`src/rtl/reorder_buffer_pkg.sv`:
```
// Shared widths, constants and state encodings for the reorder buffer and its helpers.
package reorder_buffer_pkg;

    localparam int unsigned DataBus  = 32;
    localparam int unsigned RegBus   = 5;
    localparam int unsigned TagBus   = 4;
    localparam int unsigned RobDepth = 16;

    localparam logic Valid   = 1'b1;
    localparam logic Invalid = 1'b0;
    localparam logic Busy    = 1'b1;
    localparam logic Free    = 1'b0;

    localparam logic [DataBus-1:0] Null = '0;

    typedef enum logic [1:0] {
        StRun,
        StFlush,
        StClear
    } rob_state_e;

endpackage

```
`src/rtl/reorder_buffer_query.sv`:
```
// Operand lookup by tag, with a same-cycle bypass from the CDB broadcast.
module reorder_buffer_query
    import reorder_buffer_pkg::*;
#(
    parameter int unsigned DEPTH  = RobDepth,
    parameter int unsigned TAG_W  = TagBus,
    parameter int unsigned DATA_W = DataBus
) (
    input  logic [TAG_W-1:0]  q_tag_i,
    input  logic              cdb_valid_i,
    input  logic [TAG_W-1:0]  cdb_tag_i,
    input  logic [DATA_W-1:0] cdb_data_i,
    input  logic [DEPTH-1:0]  busy_i,
    input  logic [DEPTH-1:0]  ready_i,
    input  logic [DATA_W-1:0] data_i [DEPTH],
    output logic              q_ready_o,
    output logic [DATA_W-1:0] q_data_o
);

    always_comb begin
        q_ready_o = Invalid;
        q_data_o  = DATA_W'(Null);
        if (busy_i[q_tag_i] == Busy) begin
            if (cdb_valid_i && (cdb_tag_i == q_tag_i)) begin
                q_ready_o = Valid;
                q_data_o  = cdb_data_i;
            end else begin
                q_ready_o = ready_i[q_tag_i];
                q_data_o  = data_i[q_tag_i];
            end
        end
    end

endmodule

```
`src/rtl/reorder_buffer.sv`:
```
// Circular in-order reorder buffer: allocates tags, captures CDB results,
// retires one entry per cycle and raises a global clear on a mispredicted branch.
module reorder_buffer
    import reorder_buffer_pkg::*;
#(
    parameter int unsigned DEPTH  = RobDepth,
    parameter int unsigned TAG_W  = TagBus,
    parameter int unsigned DATA_W = DataBus
) (
    input  logic              clk,
    input  logic              rst,
    input  logic              rdy,
    input  logic              id_valid,
    input  logic [RegBus-1:0] id_reg_dest,
    input  logic              id_is_store,
    input  logic              id_is_branch,
    input  logic              id_pred_taken,
    output logic [TAG_W-1:0]  alloc_tag,
    output logic              full,
    input  logic              cdb_valid,
    input  logic [TAG_W-1:0]  cdb_tag,
    input  logic [DATA_W-1:0] cdb_data,
    input  logic              cdb_taken,
    input  logic [TAG_W-1:0]  q1_tag,
    input  logic [TAG_W-1:0]  q2_tag,
    output logic              q1_ready,
    output logic              q2_ready,
    output logic [DATA_W-1:0] q1_data,
    output logic [DATA_W-1:0] q2_data,
    output logic              commit_valid,
    output logic [RegBus-1:0] commit_reg_dest,
    output logic [TAG_W-1:0]  commit_tag,
    output logic [DATA_W-1:0] commit_data,
    output logic              commit_store,
    output logic              clear,
    output logic [DATA_W-1:0] clear_pc
);

    localparam logic [TAG_W:0] FullCount = (TAG_W + 1)'(DEPTH);

    rob_state_e        state_q;
    logic [TAG_W-1:0]  head_q, head_d;
    logic [TAG_W-1:0]  tail_q, tail_d;
    logic [TAG_W:0]    count_q, count_d;
    logic [DATA_W-1:0] flush_pc_q;

    logic [DEPTH-1:0]  busy_q;
    logic [DEPTH-1:0]  ready_q;
    logic [DEPTH-1:0]  is_store_q;
    logic [DEPTH-1:0]  is_branch_q;
    logic [DEPTH-1:0]  pred_q;
    logic [DEPTH-1:0]  taken_q;
    logic [RegBus-1:0] reg_dest_q [DEPTH];
    logic [DATA_W-1:0] data_q     [DEPTH];

    logic do_alloc, do_cdb, do_commit, mispredict;

    assign full       = (count_q == FullCount) || (state_q != StRun);
    assign alloc_tag  = tail_q;
    assign do_alloc   = (state_q == StRun) && id_valid && !full;
    assign do_cdb     = (state_q == StRun) && cdb_valid && (busy_q[cdb_tag] == Busy);
    assign do_commit  = (state_q == StRun) && (count_q != '0) && ready_q[head_q];
    assign mispredict = do_commit && is_branch_q[head_q] && (taken_q[head_q] != pred_q[head_q]);

    always_comb begin
        head_d  = head_q;
        tail_d  = tail_q;
        count_d = count_q;
        if (state_q == StFlush) begin
            head_d  = '0;
            tail_d  = '0;
            count_d = '0;
        end else begin
            if (do_alloc)  tail_d = tail_q + TAG_W'(1);
            if (do_commit) head_d = head_q + TAG_W'(1);
            count_d = count_q + {{TAG_W{1'b0}}, do_alloc} - {{TAG_W{1'b0}}, do_commit};
        end
    end

    always_ff @(posedge clk) begin
        if (rst) begin
            state_q         <= StRun;
            head_q          <= '0;
            tail_q          <= '0;
            count_q         <= '0;
            busy_q          <= '0;
            ready_q         <= '0;
            flush_pc_q      <= '0;
            commit_valid    <= Invalid;
            commit_store    <= Invalid;
            commit_reg_dest <= '0;
            commit_tag      <= '0;
            commit_data     <= '0;
            clear           <= Invalid;
            clear_pc        <= '0;
        end else if (rdy) begin
            commit_valid    <= Invalid;
            commit_store    <= Invalid;
            commit_reg_dest <= '0;
            commit_tag      <= '0;
            commit_data     <= '0;
            clear           <= Invalid;
            clear_pc        <= '0;
            head_q          <= head_d;
            tail_q          <= tail_d;
            count_q         <= count_d;
            case (state_q)
                StRun: begin
                    if (do_alloc) begin
                        busy_q[tail_q]      <= Busy;
                        ready_q[tail_q]     <= Invalid;
                        reg_dest_q[tail_q]  <= id_reg_dest;
                        is_store_q[tail_q]  <= id_is_store;
                        is_branch_q[tail_q] <= id_is_branch;
                        pred_q[tail_q]      <= id_pred_taken;
                    end
                    if (do_cdb) begin
                        ready_q[cdb_tag] <= Valid;
                        data_q[cdb_tag]  <= cdb_data;
                        taken_q[cdb_tag] <= cdb_taken;
                    end
                    // Placed after the CDB capture so a freed head cannot be re-marked ready.
                    if (do_commit) begin
                        commit_valid    <= Valid;
                        commit_store    <= is_store_q[head_q];
                        commit_reg_dest <= reg_dest_q[head_q];
                        commit_tag      <= head_q;
                        commit_data     <= data_q[head_q];
                        busy_q[head_q]  <= Free;
                        ready_q[head_q] <= Invalid;
                        if (mispredict) begin
                            state_q    <= StFlush;
                            flush_pc_q <= data_q[head_q];
                        end
                    end
                end
                StFlush: begin
                    clear    <= Valid;
                    clear_pc <= flush_pc_q;
                    busy_q   <= '0;
                    ready_q  <= '0;
                    state_q  <= StClear;
                end
                StClear: state_q <= StRun;
                default: state_q <= StRun;
            endcase
        end
    end

    reorder_buffer_query #(
        .DEPTH (DEPTH),
        .TAG_W (TAG_W),
        .DATA_W(DATA_W)
    ) u_query1 (
        .q_tag_i    (q1_tag),
        .cdb_valid_i(cdb_valid),
        .cdb_tag_i  (cdb_tag),
        .cdb_data_i (cdb_data),
        .busy_i     (busy_q),
        .ready_i    (ready_q),
        .data_i     (data_q),
        .q_ready_o  (q1_ready),
        .q_data_o   (q1_data)
    );

    reorder_buffer_query #(
        .DEPTH (DEPTH),
        .TAG_W (TAG_W),
        .DATA_W(DATA_W)
    ) u_query2 (
        .q_tag_i    (q2_tag),
        .cdb_valid_i(cdb_valid),
        .cdb_tag_i  (cdb_tag),
        .cdb_data_i (cdb_data),
        .busy_i     (busy_q),
        .ready_i    (ready_q),
        .data_i     (data_q),
        .q_ready_o  (q2_ready),
        .q_data_o   (q2_data)
    );

endmodule
```
`config.mk`:
```
export PLATFORM = sky130hd
export DESIGN_NAME = reorder_buffer
export DESIGN_NICKNAME = d
export VERILOG_FILES = /design/src/rtl/reorder_buffer_pkg.sv /design/src/rtl/reorder_buffer_query.sv /design/src/rtl/reorder_buffer.sv
export SDC_FILE = /design/constraint.sdc
export NUM_CORES = 1
export LEC_CHECK = 0
export BUFFER_PORTS_ARGS = -buffer_cell sky130_fd_sc_hd__buf_2
export CAP_MARGIN = 30
export CORE_AREA = 2 2 379 381
export CTS_CLUSTER_DIAMETER = 200
export DETAILED_ROUTE_END_ITERATION = 7
export DIE_AREA = 0 0 381 383
export PLACE_DENSITY = 0.46
export SETUP_SLACK_MARGIN = 0.4
export SLEW_MARGIN = 30
export SYNTH_ARGS = -nofsm -noshare
export SYNTH_HDL_FRONTEND = slang
export SYNTH_SLANG_ARGS = --single-unit
export TNS_END_PERCENT = 5
```
`constraint.sdc`:
```
create_clock -name clk -period 8.1 [get_ports clk]
set_input_delay 1.62 -clock clk [delete_from_list [all_inputs] [get_ports clk]]
set_output_delay 1.62 -clock clk [all_outputs]
set_load 0.01 [all_outputs]
```
==> metrics.txt <==
status=finished, final reports clean; FMAX=162.1 MHz; Finish-stage setup viols=0; Syn Nets=2,513; reg2reg path depth=16; Reg clk slew, reported paths=0.05 ns; crit end category=output port; GP Congestion=0.8669; Syn. warnings=0; Die Width=between 300 and 400 um; fraction of the mapped netlist area in compound gates=5.651%; Flop pwr share=49.1%; Synth Area in XOR/XNOR=0.2786%; final period utilization=about 76%; Unique masters post-synth=61; Buffers on Ports=just over 200; unrepaired setup endpoints after global routing=no; top cell type by total area after synthesis=edfxtp_1; final HPWL from detailed placement=84,380 um; Worst-Skew Late Latency=0.70 ns; Worst path slowest cell=buf_4; post-route minimum period=between 6 and 7 ns; Routed WL=around 140,000 um; adder-cell share of the synthesized area=0.4775%; H-tree levels=3; CP most frequent cell=mux4_2; CP delay by family, top=buffers and inverters; Worst slew margin=31.54%; RR Endpoint=count_q[4]; via count=between 20,000 and 30,000; Tightest Pin Transition=1.027 ns; TritonRoute pass-1 iters=7; Hold Crit Class=flip-flop to flip-flop; max-cap check violation count=0; Iter 0 DRT Violations=2,776; Post-DRT Antenna Nets=0; Core Footprint=around 140,000 um^2; CP Max Fanout=41; DR vias/cell=~5.6; vias in the first global route=26,592; hold buffer count at cts=0; P_leak=roughly 15 nW; PostCTS Resize Cnt=0; clock network power share=44.2%; I/O pins=205; Avg WL per Cell=slightly above 30 um; Synth top area share=48.20%; Net Sw Frac=23.11%; number of synthesized flops with an enable pin=656; antenna violations before repair=9; Worst Hold Depth=2; top cells by area, synth=edfxtp_1 (48%), mux4_2 (30%), dfxtp_1 (7.8%); DR DRC count=0; final core occ=33.10%; row count=roughly 140; total gr overflow=0; fraction of registers with async set/reset=0%; FF+latch count, synth=815; worst reg2reg setup slack=approximately 3.5 ns; Slew Viols, Final=0; Initial Utilization=28.73%; critical path data required time=6.48 ns; Power Density=between 150 and 200 nW/um^2; Synth Area in Simple Gates=4.803%; Synth Area per Inst=16.75 um^2; GRT Util Overall=about a fifth; Worst path max stage delay=roughly 0.8 ns; cell internal pwr=around 0.007 W; Num CTS Buffers=a little over 90; Max Clock Skew=0.03459 ns; sw power=0.002130 W; Worst setup SP type=primary input; Placed Instances=approximately 4,400; min-delay src=flush_pc_q[30]; largest net degree at the start of global routing=96; Area Growth Syn to Fin=15.20%; Worst EP arrival=4.55 ns; Die Height=383 um; WHS Endpoint=flush_pc_q[30]; Final #Nets=2,654; CP cell instances=buf_8, buf_4, mux4_2, mux4_2, nand2_1, a21oi_1, buf_2; Mapped Cells=around 2,400; setup TNS=0 ns; Synth Flop Type=edfxtp_1; combinational family with the most area after synthesis=multiplexers; post-synthesis sequential area ratio=about 56%; first-pass GRT wire length=around 200,000 um; setup bufs post-CTS=0; mapped cell area=40,870 um^2; mux share of post-synthesis cell area=30.19%; DIE AREA=145,900 um^2; TritonCTS clock tree=yes; Final Hold Viols=0; # fillers=13,770; share of layout cells above drive strength 1=37.58%; most frequent cell after synthesis=edfxtp_1; CTS Buffer Depth=3; Post-synth top cells=edfxtp_1 (656), mux4_2 (540), nand2_1 (185); R2R Path Start=head_q[2]; logic gate share of total power=6.7%; clk sinks=815; maximum vdd drop=between 0.1 and 0.15 mV; CP Buf/Inv Count=3; kind of critical path=primary input to output port; CTS root buf=clkbuf_16; Layout Cells excl Fill=4,557
-- worst max-delay path by stage --
stage / slack, ns / startpoint / endpoint / cells after the start
floorplan: 2.99 / q2_tag[0] / q2_data[10] / 6
global placement: 1.86 / q2_tag[3] / q2_data[6] / 6
detailed placement: 1.90 / q1_tag[0] / q1_data[1] / 7
CTS: 1.89 / q1_tag[0] / q1_data[1] / 7
global route: 1.76 / q1_tag[0] / q1_data[1] / 7
finish: 1.93 / q1_tag[0] / q1_data[1] / 7
-- cell type report --
| class | instances | area, um^2 | area share, % |
|---|---|---|---|
| clock buffers | 124 | 2465 | 5.235 |
| diodes | 1 | 2.502 | 0.005314 |
| well taps | 1903 | 2381 | 5.057 |
| clock inverters | 42 | 399.1 | 0.8477 |
| flip-flops and latches | 815 | 22890 | 48.62 |
| repair buffers | 265 | 1752 | 3.720 |
| multi-input cells | 1388 | 17120 | 36.36 |
| inverters | 19 | 72.57 | 0.1541 |
-- power by group through the flow --
| stage | clock network [W] | logic [W] | registers [W] |
|---|---|---|---|
| 2_1_floorplan | 0 | 0.000368 | 0.00462 |
| 3_3_place_gp | 0 | 0.000615 | 0.00461 |
| 3_5_place_dp | 0 | 0.000622 | 0.00462 |
| 4_1_cts | 0.00417 | 0.000624 | 0.00453 |
| 5_1_grt | 0.00432 | 0.000658 | 0.00452 |
| 6_report | 0.00407 | 0.000616 | 0.00453 |
-- cell families (layout without fill, tap and decap cells) --
family / count (synthesis) / count (layout)
AO/OA/AOI/OAI: 350 / 350
adder cells (fa/ha/maj): 15 / 15
other: 0 / 1
multiplexers: 557 / 557
flip-flops: 815 / 815
XOR/XNOR: 13 / 13
AND/OR/NAND/NOR: 453 / 453
buffers and inverters: 237 / 450
-- tightest hold or removal path: cells and delay by family, from the launching register on --
kind,cells,cell delay (ns)
DFF,1,0.31
AOI/OAI and AO/OA,2,0.13
-- cells in the final DEF (no fill, tap or decap), drive strengths merged, types with 18 or more instances in the layout --
cell,synthesis,layout
edfxtp,656,656
clkinv,0,29
o21ai,36,36
nand2,186,186
buf,87,265
a22oi,87,87
nor2,142,142
clkbuf,131,124
a21oi,134,134
mux4,540,540
a211oi,23,23
inv,19,22
a31o,32,32
nand3,59,59
o211ai,18,18
dfxtp,159,159
-- metal layers --
| metal | GRT usage, % | share of wire [%] | wire length [um] |
|---|---|---|---|
| met1 | 25.94 | 42 | 59220 |
| met4 | 5.658 | 3.0 | 4230 |
| met2 | 30.62 | 47 | 66190 |
| met3 | 3.686 | 7.0 | 9794 |
| met5 | 0 | 0.024 | 33 |
-- flip-flops by register name, indices dropped and copies added, names as in the netlist, 4 cells and up, named ones only --
register / flops
flush_pc_q: 32
clear_pc: 32
reg_dest_q: 80
count_q: 5
commit_tag: 4
ready_q: 16
is_branch_q: 16
data_q: 512
is_store_q: 16
pred_q: 16
alloc_tag: 4
taken_q: 16
commit_data: 32
commit_reg_dest: 5
busy_q: 16
head_q: 4
-- per-stage QoR --
stage	hold slack, ns	setup slack [ns]	power (W)	area, um^2
after floorplan	0.4585	2.986	0.004984	40870
after global placement	0.4741	1.865	0.005230	43950
after detailed placement	0.4767	1.895	0.005237	44180
after CTS	0.4852	1.894	0.009317	47040
after global routing	0.5139	1.762	0.009508	47080
final	0.4829	1.933	0.009215	47090
No activity file was read; power rests on OpenSTA's default activity.
